--- config.mk ---
export PLATFORM = sky130hd
export DESIGN_NAME = stencil_sweep_ctrl
export DESIGN_NICKNAME = d
export VERILOG_FILES = /design/src/rtl/stencil_sweep_ctrl_pkg.sv /design/src/rtl/stencil_sweep_ctrl_arbiter.sv /design/src/rtl/stencil_sweep_ctrl.sv
export SDC_FILE = /design/constraint.sdc
export NUM_CORES = 1
export LEC_CHECK = 0
export CAP_MARGIN = 10
export CORE_ASPECT_RATIO = 1.2
export CORE_MARGIN = 1
export CORE_UTILIZATION = 30
export DETAILED_ROUTE_END_ITERATION = 10
export GPL_ROUTABILITY_DRIVEN = 0
export GPL_TIMING_DRIVEN = 0
export RECOVER_POWER = 50
export SLEW_MARGIN = 10
export SYNTH_ARGS = -nofsm -noshare
export SYNTH_HDL_FRONTEND = slang
export SYNTH_SLANG_ARGS = --single-unit
--- constraint.sdc ---
create_clock -name clk -period 4.1 [get_ports clk]
set_input_delay 0.82 -clock clk [delete_from_list [all_inputs] [get_ports clk]]
set_output_delay 0.82 -clock clk [all_outputs]
set_load 0.01 [all_outputs]
--- src/rtl/stencil_sweep_ctrl_pkg.sv ---
// Shared definitions for the stencil sweep controller.
//   - sweep_state_t : controller FSM states (IDLE / RUN / DONE)
//   - N_CELLS_DEF   : default number of grid cells per sweep
//   - SWEEP_W_DEF   : default width of the sweep limit / sweep counter
//   - ADDR_W        : grid address width
//   - SRC_ENG/HOST  : encodings of the grid write-data select (mem_src)
package stencil_sweep_ctrl_pkg;

    typedef enum logic [1:0] {
        IDLE = 2'd0,
        RUN  = 2'd1,
        DONE = 2'd2
    } sweep_state_t;

    localparam int N_CELLS_DEF = 25;
    localparam int SWEEP_W_DEF = 8;
    localparam int ADDR_W      = 5;

    localparam logic SRC_ENG  = 1'b0;
    localparam logic SRC_HOST = 1'b1;

endpackage

--- src/rtl/stencil_sweep_ctrl_arbiter.sv ---
// sweep_arbiter: single-port grid access arbiter between the host and the
// sweep engine. One access per cycle.
//   clk, rst  : clock and synchronous active-high reset
//   run       : controller is sweeping; engine wants the port every cycle
//   host_req  : host wants the port this cycle
//   host_gnt  : host owns the port this cycle
//   eng_gnt   : engine owns the port this cycle
// While running, a host that was granted last cycle yields the next cycle,
// so sustained contention alternates host/engine starting with the host.
// Outside RUN the host always owns the port. During reset nobody is granted
// so the grid cannot be written while the controller is being cleared.
module sweep_arbiter (
    input  logic clk,
    input  logic rst,
    input  logic run,
    input  logic host_req,
    output logic host_gnt,
    output logic eng_gnt
);

    // 1 = the previous RUN cycle went to the host; 0 = engine.
    logic prev_host_reg;

    always_comb begin
        host_gnt = 1'b0;
        eng_gnt  = 1'b0;
        if (!rst) begin
            if (run) begin
                host_gnt = host_req & ~prev_host_reg;
                eng_gnt  = ~host_gnt;
            end else begin
                host_gnt = host_req;
            end
        end
    end

    // History only tracks RUN cycles, so every run starts fresh with the
    // host having priority on the first contended cycle.
    always_ff @(posedge clk) begin
        if (rst) begin
            prev_host_reg <= 1'b0;
        end else begin
            prev_host_reg <= run & host_gnt;
        end
    end

endmodule

--- src/rtl/stencil_sweep_ctrl.sv ---
// stencil_sweep_ctrl: sequences repeated sweeps of an engine over grid cells
// 0..N_CELLS-1, sharing a single grid port with a host.
//   clk, rst        : clock and synchronous active-high reset
//   cmd_start/stop  : one-cycle run start / abort pulses (stop wins)
//   sweep_limit     : sweeps per run, 0 = run until converged
//   host_req/we/addr: host grid access request
//   host_gnt        : host access performed this cycle
//   eng_delta_nz    : engine's new value differs from the old one
//   eng_en          : engine update performed this cycle
//   mem_addr/we/src : grid port address, write strobe, write-data select
//   busy/done       : in RUN / in DONE
//   converged       : last run ended because a whole sweep changed nothing
//   sweeps_done     : completed sweeps of the current or last run
module stencil_sweep_ctrl
    import stencil_sweep_ctrl_pkg::*;
#(
    parameter int N_CELLS = N_CELLS_DEF,
    parameter int SWEEP_W = SWEEP_W_DEF
) (
    input  logic               clk,
    input  logic               rst,
    input  logic               cmd_start,
    input  logic               cmd_stop,
    input  logic [SWEEP_W-1:0] sweep_limit,
    input  logic               host_req,
    input  logic               host_we,
    input  logic [ADDR_W-1:0]  host_addr,
    output logic               host_gnt,
    input  logic               eng_delta_nz,
    output logic               eng_en,
    output logic [ADDR_W-1:0]  mem_addr,
    output logic               mem_we,
    output logic               mem_src,
    output logic               busy,
    output logic               done,
    output logic               converged,
    output logic [SWEEP_W-1:0] sweeps_done
);

    localparam logic [ADDR_W-1:0] LAST_CELL = ADDR_W'(N_CELLS - 1);

    sweep_state_t       state_reg;
    logic [ADDR_W-1:0]  cell_idx_reg;
    logic [SWEEP_W-1:0] sweeps_done_reg;
    logic               activity_reg;
    logic               converged_reg;

    logic               host_gnt_w;
    logic               eng_gnt_w;
    logic               last_cell;
    logic               activity_next;
    logic [SWEEP_W-1:0] sweeps_next;
    logic               limit_hit;

    sweep_arbiter u_arb (
        .clk      (clk),
        .rst      (rst),
        .run      (state_reg == RUN),
        .host_req (host_req),
        .host_gnt (host_gnt_w),
        .eng_gnt  (eng_gnt_w)
    );

    // Grid port mux: the engine writes its own cell, the host gets its
    // address and its write strobe only when it is granted.
    assign host_gnt = host_gnt_w;
    assign eng_en   = eng_gnt_w;
    assign mem_addr = eng_gnt_w ? cell_idx_reg : host_addr;
    assign mem_we   = eng_gnt_w | (host_gnt_w & host_we);
    assign mem_src  = eng_gnt_w ? SRC_ENG : SRC_HOST;

    assign busy        = (state_reg == RUN);
    assign done        = (state_reg == DONE);
    assign converged   = converged_reg;
    assign sweeps_done = sweeps_done_reg;

    // Sweep-completion arithmetic. The activity bit used for the
    // convergence decision must include the final cell's own flag.
    assign last_cell     = (cell_idx_reg == LAST_CELL);
    assign activity_next = activity_reg | eng_delta_nz;
    assign sweeps_next   = (sweeps_done_reg == '1) ? sweeps_done_reg
                                                   : sweeps_done_reg + SWEEP_W'(1);
    assign limit_hit     = (sweep_limit != '0) && (sweeps_next == sweep_limit);

    always_ff @(posedge clk) begin
        if (rst) begin
            state_reg       <= IDLE;
            cell_idx_reg    <= '0;
            sweeps_done_reg <= '0;
            activity_reg    <= 1'b0;
            converged_reg   <= 1'b0;
        end else begin
            case (state_reg)
                IDLE, DONE: begin
                    if (cmd_stop) begin
                        state_reg <= IDLE;
                    end else if (cmd_start) begin
                        state_reg       <= RUN;
                        cell_idx_reg    <= '0;
                        sweeps_done_reg <= '0;
                        activity_reg    <= 1'b0;
                        converged_reg   <= 1'b0;
                    end
                end
                RUN: begin
                    // The access of the stop cycle is still performed by the
                    // port mux; only the bookkeeping of that cycle is dropped,
                    // so a partial sweep never counts.
                    if (cmd_stop) begin
                        state_reg <= IDLE;
                    end else if (eng_gnt_w) begin
                        if (last_cell) begin
                            cell_idx_reg    <= '0;
                            sweeps_done_reg <= sweeps_next;
                            activity_reg    <= 1'b0;
                            if (!activity_next) begin
                                converged_reg <= 1'b1;
                                state_reg     <= DONE;
                            end else if (limit_hit) begin
                                state_reg <= DONE;
                            end
                        end else begin
                            cell_idx_reg <= cell_idx_reg + ADDR_W'(1);
                            activity_reg <= activity_next;
                        end
                    end
                end
                default: state_reg <= IDLE;
            endcase
        end
    end

endmodule

==> results.yml, run 1 <==
power_and_ir_drop:
  peakVddDrop_mv: 0.1066
  power-per-cell-area_nw_per_um2: 220.0
  power_leakage_nw: 0.6855
sta:
  rsz0062_at_grt: "no"
  layout_worst_path_cycle_share: 0.8775
  finalSetupViolations: 0
  fmax_mhz: 277.9
  fin_tns_setup_ns: 0
  slew_viol_final: 0
  finalClockSkew_ns: 0.007334
  max_slew_margin: 0.5585
  hold_viol_final: 0
  min_period_ns: 3.598
  tightest_slew_ns: 0.6455
floorplanning:
  start_util: 0.3209
  dieArea_sq_um: 4941
  core_sq_um: 4359
  num_io_pins: 40
  die_h_um: 76.80
  std_cell_rows: 26
  die_x_um: 64.34
routing:
  routed_via_density: 5.349
  wl_per_cell_um: 14.28
  vias: 1471
  dr.pass1.iters: 4
  drt-initial-drc-count: 160
  route.final.wire_length_um: 3928
  drc: 0
  drtAntennaViolNets: 0
setup_path:
  worstPathMaxFanout: 7
  end_kind: "output port"
  cp_slowest_cell: "dlygate4sd3_1"
  r2r-end: "state_reg[0]"
  worst-endpoint-arrival_ns: 2.78
  max_stage_delay_ns: 0.59
  critPathKind: "primary input to output port"
  path_delay_family: "buffers and inverters"
  r2r_start: "sweeps_done[0]"
  worst_ep_required_time_ns: 3.28
  rr_worst_depth: 8
  reg2reg_slack_ns: 1.37
  crit_buf_inv: 3
  crit_chain: "dlygate4sd3_1 > a21oi_1 > nand2_2 > inv_1 > mux2_2 > clkdlybuf4s50_1"
  setup.worst_path.start_class: "primary input"
cells_and_area:
  final_nets: 243
  largest_reg_flops: 8
  most-common-layout-cells: "clkdlybuf4s50_1, a21oi_1, nand2_1, dfxtp_1, dlygate4sd3_1"
  post-route-util: 0.4360
  seq_area_sq_um: 360.3
  multi_input_area_sq_um: 930.9
  areaGrowthSynthToFinish_pct: 35.87
  fill_cells: 485
  final_common_cell: "clkdlybuf4s50_1"
  finalInstanceArea_sq_um: 1901
  drive_gt1_frac: 0.1096
  antenna_cells: 0
clocking:
  post_cts_buffers: 0
  cts_tree: "built"
  ctsResizeCount: 0
  numCtsBuffers: 3
  clk_pin_slew_worst_paths_ns: 0.08
  root_buffer: "clkbuf_8"
  clockBufferDepth: 2
  hold_buffers: 0
  cts_max_level: 1
  clk_latency_ns: 0.26
  cts.sinks: 18
yosys:
  synth_compound_area_frac: 0.2549
  synth.cell_area_sq_um: 1399
  synth-edff-count: 0
  synthXorXnorAreaFrac: 0.07424
  ys_seq_elements: 18
  yosys-mux-area-fraction: 0.05456
  seq_area_frac_synth: 0.2576
  synth.net_count: 199
  ys_types: 51
  ys_dominant_reg_cell: "dfxtp_1"
  synth_top_family_by_area: "simple AND/OR/NAND/NOR gates"
  synth-async-reset-ratio: 0
  avgSynthCellArea_sq_um: 7.948
  synthAdderAreaFrac: 0.02683
  synthCells: 176
  synth-simple-area-share: 0.2621
  yosysWarnings: 0
run_status:
  outcome: "finished, final reports clean"
global_route:
  antenna_found_initial: 0
  grtUsageTotal: 0.1681
  grt_pass1_wl_um: 6541
  grt_max_degree: 11
  overflow: 0
  grt_pass1_vias: 1381
worst_hold_path:
  min_to: "u_arb.prev_host_reg"
  holdPathStages: 1
  holdCritPathClass: "flop to flop"
  hold_start: "u_arb.prev_host_reg"
place:
  postPlaceCellArea_sq_um: 1859
  place_hpwl_um: 2931
  port_buffers: 39
job:
  cap_violations: 0
[per-layer routing]
metal,routed length [um],vias up,GRT usage
li1,-,732,-
met2,1838,51,0.2789
met5,0,-,0
met3,244,4,0.02232
met1,1787,684,0.2185
met4,57,0,0.06000
[synthesized netlist by cell type, drive strengths merged (4+ instances only)]
master | instances | area share
a211oi | 6 | 0.032
a21oi | 18 | 0.067
buf | 7 | 0.038
clkbuf | 4 | 0.011
dfxtp | 18 | 0.26
inv | 8 | 0.021
mux2 | 5 | 0.040
nand2 | 19 | 0.053
nand2b | 5 | 0.022
nand3 | 5 | 0.018
nand4 | 6 | 0.027
nor2 | 10 | 0.027
nor3 | 4 | 0.014
o211ai | 4 | 0.025
o21ai | 10 | 0.038
xnor2 | 6 | 0.043
xor2 | 5 | 0.031
[stage by stage]
stage	hold slack, ns	total power [mW]	cells	setup slack, ns
4_1_cts	0.4527	0.4221	275	0.6731
2_1_floorplan	0.4219	0.2270	176	1.651
5_1_grt	0.4918	0.4389	275	0.3984
3_3_place_gp	0.4337	0.2717	271	0.6900
6_report	0.4576	0.4182	275	0.5021
3_5_place_dp	0.4357	0.2714	271	0.6819
[how the worst max path moves through the flow]
stage | to | slack, ns | from | cells past startpoint
2_1_floorplan | mem_addr[0] | 1.65 | host_req | 4
6_report | mem_addr[0] | 0.50 | rst | 6
3_3_place_gp | mem_addr[0] | 0.69 | rst | 6
5_1_grt | mem_addr[0] | 0.40 | rst | 6
3_5_place_dp | mem_addr[0] | 0.68 | rst | 6
4_1_cts | mem_addr[0] | 0.67 | rst | 6
[power by group]
group,switching (mW),internal (mW)
clock network,0.0674,0.0855
registers,0.00402,0.178
logic,0.0391,0.0438
[final cells by class]
cell class / count / area share
Tap cell: 56 / 0.03687
Clock buffer: 4 / 0.02897
Inverter: 8 / 0.01580
Multi-Input combinational cell: 139 / 0.4898
Timing Repair Buffer: 39 / 0.2054
Buffer: 11 / 0.03357
Sequential cell: 18 / 0.1896
[cells by family after synthesis]
group                    after synthesis
buffers and inverters                 19
flip-flops                            18
adder cells (fa/ha/maj)                3
AND/OR/NAND/NOR                       67
AO/OA/AOI/OAI                         51
XOR/XNOR                              11
multiplexers                           7
(Power assumes the default switching activity.)
==> run 2: changes to the inputs <==
Settings changed: CORE_UTILIZATION 30 to 25.
Clock period 4.1 ns to 4 ns, I/O delays scaled along.
==> results.yml, run 2 (synthesized netlist as in run 1, its figures left out) <==
run_status:
  outcome: "finished, final reports clean"
sta:
  slew_viol_final: 0
  max_slew_margin: 0.5818
  hold_ws_ns: 0.4529
  fmax_mhz: 276.8
  min_period_ns: 3.613
  finalClockSkew_ns: 0.01049
  layout_worst_path_cycle_share: 0.9031
  tightest_slew_ns: 0.6116
  fin_tns_setup_ns: 0
  hold_viol_final: 0
  finalSetupViolations: 0
  rsz0062_at_grt: "no"
clocking:
  clk_latency_ns: 0.26
  cts_max_level: 1
  post_cts_buffers: 0
  hold_buffers: 0
  ctsResizeCount: 0
  cts_tree: "built"
  cts.sinks: 18
  root_buffer: "clkbuf_8"
  numCtsBuffers: 3
  clk_pin_slew_worst_paths_ns: 0.08
  clockBufferDepth: 2
floorplanning:
  std_cell_rows: 29
  num_io_pins: 40
  die_h_um: 83.94
  core_sq_um: 5334
  start_util: 0.2623
  die_x_um: 70.29
  dieArea_sq_um: 5900
global_route:
  grt_pass1_vias: 1409
  antenna_found_initial: 0
  grt_pass1_wl_um: 6665
  grtUsageTotal: 0.1380
  overflow: 0
  grt_max_degree: 11
routing:
  drtAntennaViolNets: 0
  routed_via_density: 5.274
  vias: 1482
  wl_per_cell_um: 14.37
  drt-initial-drc-count: 175
  route.final.wire_length_um: 4039
  dr.pass1.iters: 4
  drc: 0
setup_path:
  setup.worst_path.start_class: "primary input"
  worst_ep_required_time_ns: 3.20
  critPathKind: "primary input to output port"
  end_kind: "output port"
  worstPathMaxFanout: 7
  reg2reg_slack_ns: 1.25
  rr_worst_depth: 10
  worst-endpoint-arrival_ns: 2.81
cells_and_area:
  drive_gt1_frac: 0.1050
  final_nets: 243
  final_common_cell: "clkdlybuf4s50_1"
  areaGrowthSynthToFinish_pct: 36.23
  most-common-layout-cells: "clkdlybuf4s50_1, nand2_1, a21oi_1, dfxtp_1, dlygate4sd3_1"
  largest_reg_flops: 8
  antenna_cells: 0
worst_hold_path:
  holdCritPathClass: "flop to flop"
  holdPathStages: 1
power_and_ir_drop:
  peakVddDrop_mv: 0.1482
  power_leakage_nw: 0.6847
  power-per-cell-area_nw_per_um2: 224.4
place:
  port_buffers: 39
  place_hpwl_um: 3076
job:
  cap_violations: 0
run 2: cell type report:
class / instances / area [sq um]
fillers: 565 / 3428
multi-input cells: 139 / 928.4
repair buffers: 39 / 390.4
flip-flops and latches: 18 / 360.3
well taps: 62 / 77.57
plain buffers: 11 / 63.81
clock buffers: 4 / 55.05
inverters: 8 / 30.03
run 2: power breakdown:
| group | total (mW) | internal, mW | switching [mW] | leakage (nW) |
|---|---|---|---|---|
| Clock | 0.155 | 0.0876 | 0.0675 | 0.0288 |
| Combinational | 0.0856 | 0.0448 | 0.0408 | 0.510 |
| Sequential | 0.187 | 0.183 | 0.00422 | 0.146 |
run 2: final timing paths:
kind / start / endpoint
min reg2reg: u_arb.prev_host_reg / u_arb.prev_host_reg
min: u_arb.prev_host_reg / u_arb.prev_host_reg
max: rst / mem_addr[3]
max reg2reg: state_reg[1] / sweeps_done[5]
run 2: worst max-delay path, cell delays in order:
cell and delay (ns):
dlygate4sd3_1 0.60, a21oi_1 0.19, nand2_1 0.15, inv_1 0.23
mux2_2 0.36, clkdlybuf4s50_1 0.48
run 2: stage by stage:
stage          utilization  worst slack (ns)  cell area (sq um)  cells  power (mW)
5_1_grt             0.3573            0.2824               1906    281      0.4448
2_1_floorplan            -             1.591               1399    176      0.2327
3_3_place_gp        0.3500            0.6108               1867    277      0.2785
3_5_place_dp        0.3500            0.6011               1867    277      0.2790
4_1_cts             0.3603            0.5930               1922    281      0.4331
6_report            0.3573            0.3874               1906    281      0.4277
run 2: routing by layer:
| metal | wire length [um] | vias up | GRT usage | share of wire |
|---|---|---|---|---|
| met3 | 287 | 8 | 0.02415 | 0.071 |
| met2 | 1871 | 68 | 0.2329 | 0.46 |
| met4 | 60 | 0 | 0.03818 | 0.015 |
| met5 | 0 | - | 0 | 0 |
| li1 | - | 730 | - | - |
| met1 | 1819 | 676 | 0.1782 | 0.45 |
==> run 3: changes to the inputs <==
Settings changed: CAP_MARGIN 10 to 5.
Clock period 4 ns to 3.59 ns, I/O delays scaled along.
==> results.yml, run 3 (synthesized netlist as in run 1, its figures left out) <==
run_status:
  outcome: "finished, final reports clean"
power_and_ir_drop:
  pwr-share-seq: 0.437
  combPwrFrac: 0.202
  p_clk_frac: 0.362
  power-per-cell-area_nw_per_um2: 249.2
  power_leakage_nw: 0.6848
  peakVddDrop_mv: 0.1650
  power_switching_mw: 0.1253
  p_int_mw: 0.3517
  switching_share: 0.2627
  power_mw: 0.4770
sta:
  finalClockSkew_ns: 0.008592
  fmax_mhz: 298.1
  rsz0062_at_grt: "no"
  slew_viol_final: 0
  max_slew_margin: 0.5780
  tightest_slew_ns: 0.6330
  setup_ws_ns: 0.2351
  fin_tns_setup_ns: 0
  finalSetupViolations: 0
  hold_viol_final: 0
  layout_worst_path_cycle_share: 0.9345
  min_period_ns: 3.355
  hold_ws_ns: 0.4540
clocking:
  clk_pin_slew_worst_paths_ns: 0.08
  cts_max_level: 1
  root_buffer: "clkbuf_8"
  clockBufferDepth: 2
  cts_tree: "built"
  post_cts_buffers: 0
  hold_buffers: 0
  ctsResizeCount: 0
  cts.sinks: 18
  numCtsBuffers: 3
  clk_latency_ns: 0.26
job:
  cap_violations: 0
routing:
  drtAntennaViolNets: 0
  wl_per_cell_um: 14.35
  drc: 0
  route.final.wire_length_um: 4031
  routed_via_density: 5.263
  drt-initial-drc-count: 133
  dr.pass1.iters: 4
  vias: 1479
floorplanning:
  num_io_pins: 40
  core_sq_um: 5334
  dieArea_sq_um: 5900
  start_util: 0.2623
  die_h_um: 83.94
  std_cell_rows: 29
  die_x_um: 70.29
cells_and_area:
  fill_cells: 562
  antenna_cells: 0
  final_common_cell: "clkdlybuf4s50_1"
  largest_reg_flops: 8
  most-common-layout-cells: "clkdlybuf4s50_1, a21oi_1, nand2_1, dfxtp_1, dlygate4sd3_1"
  multi_input_area_sq_um: 937.1
  post-route-util: 0.3589
  seq_area_sq_um: 360.3
  areaGrowthSynthToFinish_pct: 36.85
  final_nets: 243
  drive_gt1_frac: 0.1187
setup_path:
  r2r-end: "sweeps_done[5]"
  worstPathMaxFanout: 7
  critPathKind: "primary input to output port"
  worst_ep_required_time_ns: 2.87
  reg2reg_slack_ns: 1.01
  rr_worst_depth: 10
  setup.worst_path.start_class: "primary input"
  worst-endpoint-arrival_ns: 2.64
  r2r_start: "state_reg[1]"
  end_kind: "output port"
worst_hold_path:
  hold_start: "u_arb.prev_host_reg"
  holdCritPathClass: "flop to flop"
  holdPathStages: 1
  min_to: "u_arb.prev_host_reg"
global_route:
  grt_pass1_wl_um: 6665
  antenna_found_initial: 0
  globalRouteMet3Util: 0.02415
  busiest_layer: "met2"
  overflow: 0
  grt_max_degree: 11
  grt_pass1_vias: 1409
  grtUsageTotal: 0.1380
  grt_util_met1: 0.1782
  use_met2: 0.2329
place:
  port_buffers: 39
  place_hpwl_um: 3076
  pre_cts_ws_ns: 0.3551
run 3: changes by cell type in the layout (fill, tap and decap cells not counted):
cell and delta:
a2111oi_0 -1, a2111oi_2 +1, inv_1 -1, inv_2 +1, nand2_1 -1, nand2_2 +1
run 3: critical path: stages:
cell	delay [ns]
dlygate4sd3_1	0.60
a21oi_1	0.22
nand2_2	0.13
inv_2	0.14
mux2_2	0.34
clkdlybuf4s50_1	0.48
run 3: metrics by stage:
step,instance area (sq um),cells
after floorplan,1399,176
after global placement,1867,277
after detailed placement,1867,277
after CTS,1922,281
after global routing,1914,281
final,1914,281
run 3: worst max-delay path by stage:
| stage | start | to | cells past startpoint |
|---|---|---|---|
| global route | rst | mem_addr[3] | 6 |
| detailed placement | rst | mem_addr[0] | 6 |
| CTS | rst | mem_addr[0] | 6 |
| floorplan | host_req | mem_addr[0] | 4 |
| global placement | rst | mem_addr[0] | 6 |
| finish | rst | mem_addr[3] | 6 |
run 3: cell type report:
class	count	area share
timing repair buffer	39	0.2039
inverter	8	0.01569
clock buffer	4	0.02876
buffer	11	0.03333
sequential	18	0.1882
tap	62	0.04052
multi-input combinational	139	0.4895
run 3: power by group through the flow:
stage	registers [mW]	logic [mW]	clock network, mW
detailed placement	0.213	0.0978	0
global route	0.209	0.104	0.184
global placement	0.213	0.0974	0
floorplan	0.212	0.0470	0
finish	0.208	0.0962	0.172
CTS	0.208	0.0986	0.176
run 3: layer usage:
metal | up-vias | wire, um
li1 | 728 | -
met1 | 683 | 1824
met2 | 60 | 1894
met3 | 8 | 253
met4 | 0 | 60
met5 | - | 0
